[src/rtl/vector_mem_arbiter.sv]
// vector_mem_arbiter
//
// Two-port arbiter and sequencer in front of the single-port vector data
// memory (combinational read, synchronous write). Port 0 is the vector
// load/store unit, port 1 the program/data loader. At most one access is
// granted per cycle. Arbitration is round-robin with a bounded burst: the
// last-granted port keeps the memory for up to MAX_BURST consecutive grants
// while the other port is waiting.
//
// Optional feature macro: VMEM_ARB_BOUNDS_CHECK_EN
//   defined   : accesses with addr >= MEM_SIZE are blocked (no write, reads
//               return 0) and flag err0/err1 one cycle after the grant.
//   undefined : no range check, err0/err1 are constant 0.
//
// Ports
//   clk, rst                 clock, asynchronous active-low reset
//   req*/we*/addr*/wdata*    requester ports 0 and 1
//   gnt*                     combinational grant; access completes at the
//                            rising edge where req and gnt are both high
//   rvalid*/rdata*           registered read data, one-cycle valid pulse
//   err*                     out-of-range pulse (bounds check builds only)
//   mem_*                    single-port memory interface
module vector_mem_arbiter #(
    parameter int ADDRESS_WIDTH = 19,
    parameter int DATA_WIDTH    = 64,
    parameter int MEM_SIZE      = 500,
    parameter int MAX_BURST     = 4
) (
    input  logic                     clk,
    input  logic                     rst,
    input  logic                     req0,
    input  logic                     req1,
    input  logic                     we0,
    input  logic                     we1,
    input  logic [ADDRESS_WIDTH-1:0] addr0,
    input  logic [ADDRESS_WIDTH-1:0] addr1,
    input  logic [DATA_WIDTH-1:0]    wdata0,
    input  logic [DATA_WIDTH-1:0]    wdata1,
    output logic                     gnt0,
    output logic                     gnt1,
    output logic                     rvalid0,
    output logic                     rvalid1,
    output logic [DATA_WIDTH-1:0]    rdata0,
    output logic [DATA_WIDTH-1:0]    rdata1,
    output logic                     err0,
    output logic                     err1,
    output logic                     mem_writeEnable,
    output logic [ADDRESS_WIDTH-1:0] mem_readAddress,
    output logic [ADDRESS_WIDTH-1:0] mem_writeAddress,
    output logic [DATA_WIDTH-1:0]    mem_inputData,
    input  logic [DATA_WIDTH-1:0]    mem_outputData
);

    localparam int              BW        = $clog2(MAX_BURST + 1);
    localparam logic [BW-1:0]   BURST_MAX = BW'(MAX_BURST);

    logic [1:0]               req;
    logic [1:0]               we;
    logic [1:0]               gnt;
    logic [ADDRESS_WIDTH-1:0] addr  [2];
    logic [DATA_WIDTH-1:0]    wdata [2];

    logic          owner_reg;
    logic [BW-1:0] burst_cnt_reg;
    logic          any_gnt;
    logic          sel;
    logic          in_range;

    assign req      = {req1, req0};
    assign we       = {we1, we0};
    assign addr[0]  = addr0;
    assign addr[1]  = addr1;
    assign wdata[0] = wdata0;
    assign wdata[1] = wdata1;

    // Grant decision. While reset is asserted nothing is granted, which also
    // keeps a write presented during reset from reaching the memory.
    always_comb begin
        gnt = 2'b00;
        if (rst) begin
            unique case (req)
                2'b01:   gnt = 2'b01;
                2'b10:   gnt = 2'b10;
                2'b11: begin
                    if (burst_cnt_reg < BURST_MAX)
                        gnt = owner_reg ? 2'b10 : 2'b01;
                    else
                        gnt = owner_reg ? 2'b01 : 2'b10;
                end
                default: gnt = 2'b00;
            endcase
        end
    end

    assign gnt0    = gnt[0];
    assign gnt1    = gnt[1];
    assign any_gnt = |gnt;
    // Port 1 only when it holds the grant; port 0 otherwise, which also makes
    // port 0's address the idle value on the memory bus.
    assign sel     = gnt[1];

`ifdef VMEM_ARB_BOUNDS_CHECK_EN
    localparam logic [ADDRESS_WIDTH:0] MEM_LIMIT = (ADDRESS_WIDTH + 1)'(MEM_SIZE);
    assign in_range = ({1'b0, addr[sel]} < MEM_LIMIT);
`else
    assign in_range = 1'b1;
`endif

    assign mem_readAddress  = addr[sel];
    assign mem_writeAddress = addr[sel];
    assign mem_inputData    = wdata[sel];
    assign mem_writeEnable  = any_gnt & we[sel] & in_range;

    // Arbitration state. The counter saturates so a long uncontested run
    // hands over immediately once the other port starts requesting; an idle
    // cycle clears it so the next contender starts a fresh burst.
    always_ff @(posedge clk or negedge rst) begin
        if (!rst) begin
            owner_reg     <= 1'b0;
            burst_cnt_reg <= '0;
        end else if (any_gnt) begin
            if (sel == owner_reg) begin
                if (burst_cnt_reg < BURST_MAX)
                    burst_cnt_reg <= burst_cnt_reg + 1'b1;
            end else begin
                owner_reg     <= sel;
                burst_cnt_reg <= BW'(1);
            end
        end else begin
            burst_cnt_reg <= '0;
        end
    end

    // Per-port response registers. rdata only updates on that port's own
    // granted read, so the other port's data holds.
    genvar gi;
    generate
        for (gi = 0; gi < 2; gi++) begin : g_port
            logic                  rvalid_reg;
            logic                  err_reg;
            logic [DATA_WIDTH-1:0] rdata_reg;

            always_ff @(posedge clk or negedge rst) begin
                if (!rst) begin
                    rvalid_reg <= 1'b0;
                    err_reg    <= 1'b0;
                    rdata_reg  <= '0;
                end else begin
                    rvalid_reg <= gnt[gi] & ~we[gi];
                    err_reg    <= gnt[gi] & ~in_range;
                    if (gnt[gi] & ~we[gi])
                        rdata_reg <= in_range ? mem_outputData : '0;
                end
            end
        end
    endgenerate

    assign rvalid0 = g_port[0].rvalid_reg;
    assign rvalid1 = g_port[1].rvalid_reg;
    assign rdata0  = g_port[0].rdata_reg;
    assign rdata1  = g_port[1].rdata_reg;

`ifdef VMEM_ARB_BOUNDS_CHECK_EN
    assign err0 = g_port[0].err_reg;
    assign err1 = g_port[1].err_reg;
`else
    assign err0 = 1'b0;
    assign err1 = 1'b0;
`endif

endmodule

[config.mk]
export PLATFORM = sky130hd
export DESIGN_NAME = vector_mem_arbiter
export DESIGN_NICKNAME = d
export VERILOG_FILES = /design/src/rtl/vector_mem_arbiter.sv
export SDC_FILE = /design/constraint.sdc
export NUM_CORES = 1
export LEC_CHECK = 0
export CAP_MARGIN = 5
export CORE_AREA = 3 3 183 185
export CTS_CLUSTER_DIAMETER = 120
export DETAILED_ROUTE_END_ITERATION = 8
export DIE_AREA = 0 0 186 188
export SYNTH_ARGS = -nofsm -noshare
export SYNTH_HDL_FRONTEND = slang
export SYNTH_SLANG_ARGS = --single-unit
[constraint.sdc]
create_clock -name clk -period 2.4 [get_ports clk]
set_input_delay 0.48 -clock clk [delete_from_list [all_inputs] [get_ports clk]]
set_output_delay 0.48 -clock clk [all_outputs]
set_load 0.01 [all_outputs]
==> impl_metrics.csv <==
group,metric,value,unit
status,outcome,"finished with violations",
status,violations,"negative setup slack",
sta,period_minus_slack,2710,ps
clock_network,cts_hold_buf,0,
global_routing,grt_first_pass_wirelength,40900,um
run,drv_cap,0,
power_and_ir_drop,ir_drop,0.381,mV
floorplanning,die_h,188,um
drt,totalWireLength,30200,um
worst_setup_path,crit_path_start_kind,"register",
clock_network,cts.sinks,134,
sta,finalWorstSetupSlack,-312,ps
placed_design,gp_congestion,0.800,
hold_path,hold_path.class,"in -> async",
worst_setup_path,rr_startpoint,"burst_cnt_reg[2]",
drt,routed_via_density,4.07,
finish,nets,1187,
yosys,syn_area,6340,um2
power_and_ir_drop,power_density,682,nW/um2
floorplanning,io_pins,473,
yosys,synth_edf_count,0,
sta,rsz0062_at_grt,"yes",
drt,ant_nets,0,
global_routing,grt-ovfl-total,0,
worst_setup_path,worstSetupPathType,"reg -> out",
sta,setup_viol,102,
finish,register_area,3350,um2
worst_setup_path,r2r_slack,490,ps
floorplanning,die_area,35000,um2
placed_design,dp_hpwl,24400,um
drt,drtIter0Drc,157,
yosys,synth_cells,428,
power_and_ir_drop,leakagePower,5.61,nW
global_routing,antenna_found_initial,5,
yosys,ys.flop_type,"dfrtp_1",
worst_setup_path,crit_path_end_kind,"output pin",
floorplanning,start_util,19.7,%
clock_network,cts_tree,"built",
sta,setup_tns,-20840,ps
finish,multi_input_area,2940,um2
worst_setup_path,max_stage_delay,420,ps
sta,slew_headroom,38.0,%
sta,fmax,0.369,GHz
yosys,yosysWarnings,0,
finish,final_core_util,40.7,%
yosys,ys_seq_area_share,52.9,%
worst_setup_path,worstPathRequired,1920,ps
global_routing,grt.total_usage,16.2,%
placed_design,port_buffers,470,
finish,drive_gt1_share,34.5,%
sta,tightestPinTransition,930,ps
clock_network,cts_root_buf,"clkbuf_16",
global_routing,grt_max_degree,73,
worst_setup_path,timing.rr.end,"rdata0[7]",
drt,dr.pass1.iters,4,
drt,wl_per_cell,21.9,um
global_routing,grt_pass1_vias,5990,
sta,drv_slew,0,
clock_network,numCtsBuffers,17,
clock_network,clk_path_buf_depth,2,
sta,period_share,113,%
yosys,synth.avg_cell_area,14.8,um2
floorplanning,die_w,186,um
worst_setup_path,reg2reg_depth,6,
drt,route.detailed.drc,0,
clock_network,insertion_delay,420,ps
yosys,synth_seq_cells,134,
clock_network,clk_pin_slew,70,ps
finish,n_fill_cell,3049,
worst_setup_path,cp_cell_sequence,"xnor2_2 -> a21oi_4 -> buf_6 -> buf_12 -> buf_12 -> buf_8 -> mux2_4 -> buf_8",
worst_setup_path,critPathArrivalTime,2230,ps
worst_setup_path,crit_slowest_cell,"dfrtp_1",
worst_setup_path,worstPathMaxFanout,8,
sta,hold_viol,0,
floorplanning,rows,66,
clock_network,cts_max_level,4,
sta,fin_skew,16.7,ps
drt,vias,5597,
yosys,synth_cell_types,27,
yosys,async_flop_share,100,%
finish,area_growth,107,%
floorplanning,core_region_area,32200,um2
stage by stage:
stage	hold slack [ps]	power (mW)	cells	setup WS (ps)	instance area [um2]
finish	84.4	8.94	1374	-312	13100
global route	95.0	9.40	1373	-370	13100
CTS	75.0	8.95	1358	-458	12600
detailed placement	474	6.10	1309	-667	11700
global placement	467	6.08	1309	-667	11700
floorplan	184	4.02	429	308	6340
area by class of cell:
| type | count | share of cell area [%] |
|---|---|---|
| Timing Repair Buffer | 550 | 43.5 |
| Clock buffer | 17 | 3.25 |
| Clock inverter | 14 | 1.28 |
| Sequential cell | 134 | 25.6 |
| Tap cell | 408 | 3.89 |
| Antenna cell | 4 | 0.0764 |
| Multi-Input combinational cell | 247 | 22.4 |
cell families after synthesis:
group                    share of synthesized area [%]
AO/OA/AOI/OAI                                     1.36
XOR/XNOR                                         0.395
adder cells (fa/ha/maj)                          0.197
buffers and inverters                             6.02
flip-flops                                        52.9
multiplexers                                      37.6
other                                           0.0591
AND/OR/NAND/NOR                                   1.44
cell usage after synthesis (all sizes together) (2+ instances only):
cell / instances / area (um2)
a21oi: 5 / 28.8
dfrtp: 134 / 3350
buf: 47 / 378
nand2: 4 / 15.0
nand2b: 2 / 12.5
a211oi: 2 / 25.0
mux2: 211 / 2380
nand3: 3 / 15.0
nor2: 6 / 22.5
cells in the final DEF (no fill, tap or decap), types with 14 or more instances in the layout:
cell / instances
buf_4: 31
dfrtp_1: 134
mux2_4: 79
clkbuf_16: 17
clkdlybuf4s50_1: 363
buf_12: 14
buf_6: 111
mux2_2: 30
mux2_1: 102
layer usage:
layer,vias to the layer above,part of all wire (%),track usage (%)
met3,27,7.5,5.22
met5,-,0.043,0
met2,244,53,29.2
met4,2,2.0,5.24
met1,2767,38,17.9
li1,2557,-,-
what timing repair did:
action	4_1_cts	5_1_grt
endpoints found under the setup margin	105	104
resized for setup	440	217
gates cloned	3	0
pin swaps	1	2
buffers inserted	16	23
power by group:
part	total, mW	switching (mW)	internal (mW)
clock network	2.68	1.12	1.56
registers	3.02	0.249	2.78
logic	3.23	1.20	2.04
total	8.94	2.57	6.37
worst max-delay path: cells and delay by family (launching register included):
family	cells	cell delay (ps)
DFF	1	420
buffers and inverters	5	630
muxes	1	330
xor gates and xnor gates	1	180
AOI/OAI and AO/OA	1	220
how the worst max path moves through the flow:
stage / startpoint / to / slack [ps] / depth (start not counted)
detailed placement: req1 / mem_inputData[43] / -670 / 7
global route: owner_reg / mem_inputData[9] / -370 / 8
finish: owner_reg / mem_inputData[9] / -310 / 8
global placement: req1 / mem_inputData[43] / -670 / 7
CTS: owner_reg / mem_readAddress[7] / -460 / 6
floorplan: req1 / mem_writeAddress[10] / 310 / 6
Note: power is estimated with default switching activity, not from simulation.
